File: src/rtl/seq_det_pkg.sv
// Shared defaults for the parametrised serial pattern detector.
package seq_det_pkg;
  localparam int                    DEF_PAT_LEN = 3;
  localparam logic [DEF_PAT_LEN-1:0] DEF_PATTERN = 3'b010;
  localparam int                    DEF_CNT_W   = 8;
endpackage

File: src/rtl/seq_detector_param_sat_counter.sv
// Saturating match counter; a clear coinciding with an increment restarts at one.
module sat_counter #(
  parameter int CNT_W = 8
) (
  input  logic             clk_i,
  input  logic             rst_i,
  input  logic             inc_i,
  input  logic             clr_i,
  output logic [CNT_W-1:0] count_o
);
  logic [CNT_W-1:0] count_q;
  logic [CNT_W-1:0] count_d;

  // next count: clear beats hold, increment stops at all-ones
  always_comb begin
    count_d = count_q;
    if (clr_i) begin
      count_d = inc_i ? CNT_W'(1) : {CNT_W{1'b0}};
    end else if (inc_i && (count_q != {CNT_W{1'b1}})) begin
      count_d = count_q + CNT_W'(1);
    end else begin
      count_d = count_q;
    end
  end

  // count register with synchronous reset
  always_ff @(posedge clk_i) begin
    if (rst_i) begin
      count_q <= {CNT_W{1'b0}};
    end else begin
      count_q <= count_d;
    end
  end

  assign count_o = count_q;
endmodule

File: src/rtl/seq_detector_param.sv
// Serial pattern detector with loadable pattern, overlap control and a
// registered match pulse feeding a saturating occurrence counter.
module seq_detector_param
  import seq_det_pkg::*;
#(
  parameter int                 PAT_LEN = DEF_PAT_LEN,
  parameter logic [PAT_LEN-1:0] PATTERN = DEF_PATTERN,
  parameter int                 CNT_W   = DEF_CNT_W
) (
  input  logic               CLK,
  input  logic               RST,
  input  logic               in_valid,
  input  logic               in,
  input  logic               overlap_en,
  input  logic               pat_load,
  input  logic [PAT_LEN-1:0] pat_value,
  input  logic               count_clr,
  output logic               match,
  output logic [CNT_W-1:0]   match_count
);
  localparam int FILL_W = $clog2(PAT_LEN + 1);

  logic [PAT_LEN-1:0] pat_q, pat_d;
  logic [PAT_LEN-1:0] hist_q, hist_d, hist_n;
  logic [FILL_W-1:0]  fill_q, fill_d, fill_n;
  logic               match_q, match_d;
  logic               hit_s;

  // next-state: pattern load wins, otherwise shift in a qualified sample
  always_comb begin
    pat_d   = pat_q;
    hist_d  = hist_q;
    fill_d  = fill_q;
    hit_s   = 1'b0;
    hist_n  = {hist_q[PAT_LEN-2:0], in};
    fill_n  = (fill_q == FILL_W'(PAT_LEN)) ? fill_q : fill_q + FILL_W'(1);
    if (pat_load) begin
      pat_d  = pat_value;
      fill_d = {FILL_W{1'b0}};
    end else if (in_valid) begin
      hist_d = hist_n;
      // the fill gate keeps the zeroed history from matching an all-zero prefix
      hit_s  = (fill_n == FILL_W'(PAT_LEN)) && (hist_n == pat_q);
      fill_d = (hit_s && !overlap_en) ? {FILL_W{1'b0}} : fill_n;
    end else begin
      hist_d = hist_q;
      fill_d = fill_q;
    end
    match_d = hit_s;
  end

  // detector state registers
  always_ff @(posedge CLK) begin
    if (RST) begin
      pat_q   <= PATTERN;
      hist_q  <= {PAT_LEN{1'b0}};
      fill_q  <= {FILL_W{1'b0}};
      match_q <= 1'b0;
    end else begin
      pat_q   <= pat_d;
      hist_q  <= hist_d;
      fill_q  <= fill_d;
      match_q <= match_d;
    end
  end

  sat_counter #(
    .CNT_W(CNT_W)
  ) u_cnt (
    .clk_i  (CLK),
    .rst_i  (RST),
    .inc_i  (hit_s),
    .clr_i  (count_clr && !pat_load),
    .count_o(match_count)
  );

  assign match = match_q;
endmodule

File: config.mk
export PLATFORM = sky130hd
export DESIGN_NAME = seq_detector_param
export DESIGN_NICKNAME = d
export VERILOG_FILES = /design/src/rtl/seq_det_pkg.sv /design/src/rtl/seq_detector_param_sat_counter.sv /design/src/rtl/seq_detector_param.sv
export SDC_FILE = /design/constraint.sdc
export NUM_CORES = 1
export LEC_CHECK = 0
export CORE_ASPECT_RATIO = 1.1
export CORE_MARGIN = 2
export CORE_UTILIZATION = 35
export CTS_CLUSTER_DIAMETER = 200
export DETAILED_ROUTE_END_ITERATION = 16
export GPL_ROUTABILITY_DRIVEN = 0
export PLACE_DENSITY_LB_ADDON = 0.12
export SYNTH_ARGS = -nofsm -noshare
export SYNTH_HDL_FRONTEND = slang
export SYNTH_SLANG_ARGS = --single-unit
File: constraint.sdc
create_clock -name CLK -period 3.25 [get_ports CLK]
set_clock_uncertainty 0.15 [all_clocks]
set_input_delay 0.4875 -clock CLK [delete_from_list [all_inputs] [get_ports CLK]]
set_output_delay 0.4875 -clock CLK [all_outputs]
set_load 0.01 [all_outputs]
==> impl_metrics.ini, run 1 <==
[status]
status = complete, no violations

[global_route]
grt_pass1_wl_um = 2750
grt_max_degree = 12
grt_pass1_vias = 663
grt_use_total = 0.126
gr-total-overflow = 0
antenna_found_initial = 0

[synthesis]
yosys.area.top_type = dfxtp_1
ys_types = 34
synth.area.top_cells = dfxtp_1 37%, mux2i_1 4.7%, nor2_1 4.4%, a21oi_1 4.1%, nand3_1 4.1%
synth-seq-cells = 16
yosysSeqAreaShare = 0.374
synth_top_cell_area_share = 0.374
syn-num-nets = 102
synth_area_um2 = 856
synth_warnings = 0
synthCells = 91
synth_area_per_cell_um2 = 9.40

[clock_tree]
cts_tree = yes
clkSinkCount = 16
ctsResizeCount = 0
numCtsBuffers = 3
clock-root-buffer = clkbuf_4
cts_setup_buffers = 0
clock_latency_ns = 0.29
cts_max_path_buffers = 2
htree_levels = 1
cts.reportedPaths.clkPinSlew_ns = 0.08
postCtsHoldBufs = 0

[timing]
finalMaxSlewViolations = 0
period_needed_ns = 2.21
fmax_ghz = 0.452
setup_viol = 0
setup_slack_ns = 1.04
hold_violations = 0
setup_tns_ns = 0
rsz0062_at_grt = false
period_share = 0.681
worst_slew_pin_slew_ns = 0.382
slew_headroom = 0.742

[routing]
drt_first_iter_violations = 13
via_per_inst = 5.24
firstDrtPassIters = 4
routedWlPerCell_um = 11.6
num_vias = 729
drc = 0
antenna_left = 0
finalWirelength_um = 1610

[power_and_ir_drop]
power_frac_clock = 0.298
switching_share = 0.234
peakVddDrop_v = 0.000244
pwr-share-comb = 0.117
p_sw_w = 0.0000812
p_int_w = 0.000266
powerDensity_mw_per_mm2 = 325
pwr-share-seq = 0.585
leakage_nw = 0.422

[floorplanning]
floorplan.initialDensity = 0.376
fp.dieW_um = 51.1
dieHeight_um = 55.9
ios = 19
core-area_mm2 = 0.00227
dieArea_mm2 = 0.00286
placementRows = 18

[final_layout]
layout.nets = 122
final_cell_mix = 18 x clkdlybuf4s50_1, 16 x dfxtp_1, 10 x nor2_1
syn2layout_area_growth_pct = 25.0
layout-drive-gt1-share = 0.119
mostFrequentLayoutCell = clkdlybuf4s50_1
num_antenna_cells = 0

[setup_path]
crit_type = primary input to flip-flop
worst_ep_arrival_time_ns = 2.25
r2r_cells = 4
cp-end-kind = flip-flop
cp_max_fo = 11
crit_path_start_kind = primary input
required_ns = 3.29

[job]
max_cap_viol_count = 0

[place]
portBuffers = 18
dpl_worst_slack_ns = 0.715

[worst_hold_path]
hp-class = flip-flop to flip-flop
hold_path_depth = 2
critical path, stage by stage:
cell and delay (ns):
clkdlybuf4s50_1 0.57, nand3b_4 0.23, nand4bb_4 0.28, or4b_1 0.54, o211a_1 0.13
cell usage after synthesis:
library cell	n
a41oi_1	2
nand3_1	7
or4_1	2
nor3_1	2
and2b_4	1
or2b_2	1
o211a_1	2
nand4_1	1
a211oi_1	2
or3_1	1
nand4bb_4	1
inv_1	3
dfxtp_1	16
nand3b_4	1
clkbuf_1	1
and4bb_4	1
a21oi_1	7
a21o_1	1
or4b_1	1
a211o_2	1
and2b_2	1
o41ai_1	1
mux2i_1	4
or2_2	1
nand2_1	7
nor2_1	10
nand3b_1	1
buf_6	2
and3_1	3
xor2_1	1
xnor2_2	2
ha_1	1
o31ai_1	2
o21ai_0	1
metrics by stage:
stage	instances	hold WS, ns	area (µm²)	power [W]	utilization
2_1_floorplan	91	0.329	856	0.000233	-
3_3_place_gp	136	0.337	1050	0.000249	0.460
3_5_place_dp	136	0.352	1050	0.000249	0.460
4_1_cts	139	0.366	1070	0.000353	0.470
5_1_grt	139	0.385	1070	0.000364	0.470
6_report	139	0.359	1070	0.000348	0.470
cell families after synthesis:
logic type / Yosys count / share of synthesized area
fa+ha+maj: 1 / 0.0146
buf+inv: 6 / 0.0439
simple gates: 42 / 0.316
mux: 4 / 0.0468
xor+xnor: 3 / 0.0482
flops: 16 / 0.374
compound gates: 19 / 0.156
state kept, by name (all words and copies together) (netlist names):
name and flops:
hist_q 2, match 1, fill_q 2, pat_q 3
u_cnt.count_o 8
path summary, 6_finish.rpt:
| path | start | endpoint | slack [ns] |
|---|---|---|---|
| setup / recovery | pat_load | u_cnt.count_o[6] | 1.04 |
| hold / removal | u_cnt.count_o[7] | u_cnt.count_o[7] | 0.36 |
| setup reg to reg | hist_q[0] | u_cnt.count_o[6] | 1.48 |
| hold reg to reg | u_cnt.count_o[7] | u_cnt.count_o[7] | 0.36 |
layer usage:
layer,part of all wire,vias to the layer above,global-route usage
met5,0,-,0
met4,0.024,0,0.0695
met3,0.043,5,0.0323
met2,0.47,17,0.195
met1,0.47,335,0.156
li1,-,372,-
power by group through the flow:
stage	sequential [W]	combinational [W]	clock, W
2_1_floorplan	0.000207	0.0000260	0
3_3_place_gp	0.000208	0.0000410	0
3_5_place_dp	0.000208	0.0000415	0
4_1_cts	0.000203	0.0000413	0.000109
5_1_grt	0.000204	0.0000449	0.000115
6_report	0.000203	0.0000408	0.000103
layout make-up:
| cell class | instances | area (µm²) |
|---|---|---|
| sequential | 16 | 320 |
| fill | 229 | 1200 |
| multi-input combinational | 69 | 498 |
| timing repair buffer | 18 | 180 |
| inverter | 3 | 11.3 |
| clock buffer | 3 | 22.5 |
| tap | 30 | 37.5 |
No activity file was read; power rests on OpenSTA's default activity.
==> run 2, diff against run 1 <==
==> constraint.sdc (replaced) <==
create_clock -name CLK -period 1.9 [get_ports CLK]
set_clock_uncertainty 0.15 [all_clocks]
set_input_delay 0.285 -clock CLK [delete_from_list [all_inputs] [get_ports CLK]]
set_output_delay 0.285 -clock CLK [all_outputs]
set_load 0.01 [all_outputs]
==> run 2 against run 1 <==
Against the previous run:
- total power is 87% higher
- worst setup slack worse by 0.95 ns
- critical path depth stayed put
- combinational power is 87% higher
- final area is 6.4% higher
- sequential share of layout area is 1.8 points lower
- final cell count is 5.8% higher
- register-to-register slack worse by 1.3 ns
- via count is 4.1% higher
- largest power group unchanged
==> impl_metrics.ini, run 2 (synthesized netlist as in run 1, its figures left out) <==
[floorplanning]
core-area_mm2 = 0.00227
dieArea_mm2 = 0.00286
dieHeight_um = 55.9
ios = 19
fp.dieW_um = 51.1
floorplan.initialDensity = 0.376
placementRows = 18

[clock_tree]
cts_setup_buffers = 0
numCtsBuffers = 3
htree_levels = 1
cts_tree = yes
cts_max_path_buffers = 2
postCtsHoldBufs = 0
clkSinkCount = 16
clock-root-buffer = clkbuf_4
ctsResizeCount = 0
clock_latency_ns = 0.29
cts.reportedPaths.clkPinSlew_ns = 0.09

[place]
place_hpwl_um = 1360
dpl_worst_slack_ns = -0.291
dp.cells = 143
portBuffers = 18

[final_layout]
fillerInstances = 225
fin_cells = 147
layout-drive-gt1-share = 0.179
largest_reg_flops = 8
final_cell_mix = 17 x clkdlybuf4s50_1, 16 x dfxtp_1, 10 x nor2_1
layout.nets = 129
num_antenna_cells = 0
mostFrequentLayoutCell = clkdlybuf4s50_1
syn2layout_area_growth_pct = 33.0
final_core_util = 0.501

[setup_path]
crit_type = primary input to flip-flop
reg2reg_slack_ns = 0.19
crit_path_end = u_cnt.count_o[6]
path_depth = 5
crit_start = in
cp_slowest_cell = or4b_1
crit_path_start_kind = primary input
cp-end-kind = flip-flop
worst_ep_arrival_time_ns = 1.85
required_ns = 1.93
cp_num_buf_inv = 1
cp_max_fo = 7
r2r_end = u_cnt.count_o[6]
critPathMaxStageDelay_ns = 0.52
r2r_cells = 4
timing.rr.start = u_cnt.count_o[1]
cp_top_family = simple AND/OR/NAND/NOR gates
crit_path_cell_trace = clkdlybuf4s50_1 > xor2_1 > nand4bb_4 > or4b_1 > o211a_1

[power_and_ir_drop]
peakVddDrop_v = 0.000409
powerDensity_mw_per_mm2 = 571
leakage_nw = 0.471

[timing]
slew_headroom = 0.734
period_needed_ns = 1.82
period_share = 0.957
rsz0062_at_grt = false
setup_slack_ns = 0.0824
worst_slew_pin_slew_ns = 0.394
finalMaxSlewViolations = 0
hold_violations = 0
setup_viol = 0
fmax_ghz = 0.550

[routing]
num_vias = 759
finalWirelength_um = 1740
drc = 0
routedWlPerCell_um = 11.8
firstDrtPassIters = 4
via_per_inst = 5.16
drt_first_iter_violations = 6
antenna_left = 0

[global_route]
grt_pass1_vias = 662
grt_use_total = 0.136
grt_max_degree = 10
antenna_found_initial = 0
gr-total-overflow = 0
grt_pass1_wl_um = 2920

[worst_hold_path]
hp-start = in_valid
hp-class = primary input to flip-flop

[job]
max_cap_viol_count = 0

[status]
status = complete, no violations
## run 2: changes by cell type in the layout (fill, tap and decap cells not counted)
cell / before / now
buf_4: 0 / 7
dlymetal6s2s_1: 0 / 1
clkbuf_8: 0 / 1
clkdlybuf4s50_1: 18 / 17
## run 2: layout make-up
cell class / count / area [µm²] / share of cell area
repair buffers: 25 / 235 / 0.207
multi-input cells: 69 / 498 / 0.437
well taps: 30 / 37.5 / 0.0330
flip-flops and latches: 16 / 320 / 0.281
clock buffers: 4 / 36.3 / 0.0319
inverters: 3 / 11.3 / 0.00989
## run 2: how the worst min path moves through the flow
stage,end,slack [ns],depth (start not counted)
final,fill_q[0],0.27,3
after global routing,fill_q[0],0.27,3
after CTS,u_cnt.count_o[7],0.36,2
after detailed placement,u_cnt.count_o[7],0.34,2
after global placement,fill_q[0],0.35,2
after floorplan,pat_q[1],0.26,1
## run 2: report_power, final
group / switching [W] / internal [W] / leakage [nW] / total, W
registers: 0.00000638 / 0.000342 / 0.130 / 0.000348
clock network: 0.000109 / 0.000117 / 0.0210 / 0.000226
logic: 0.0000311 / 0.0000453 / 0.320 / 0.0000764
total: 0.000147 / 0.000504 / 0.471 / 0.000651
## run 2: metal layers
metal,track usage,wire (µm)
met5,0,0
met1,0.172,813
met4,0.0579,15
met2,0.215,839
met3,0.0323,68
## run 2: worst min-delay path, delay by kind of cell
kind                   cells  cell delay (ns)
buffers and inverters      1             0.21
AND/OR/NAND/NOR            2             0.17
## run 2: through the flow
stage	power [W]	TNS [ns]	hold slack (ns)	instance area, µm²
final	0.000651	0	0.267	1140
after global placement	0.000433	-0.869	0.346	1100
after detailed placement	0.000434	-1.02	0.343	1100
after CTS	0.000665	0	0.357	1140
after global routing	0.000691	0	0.273	1140
after floorplan	0.000399	0	0.262	856
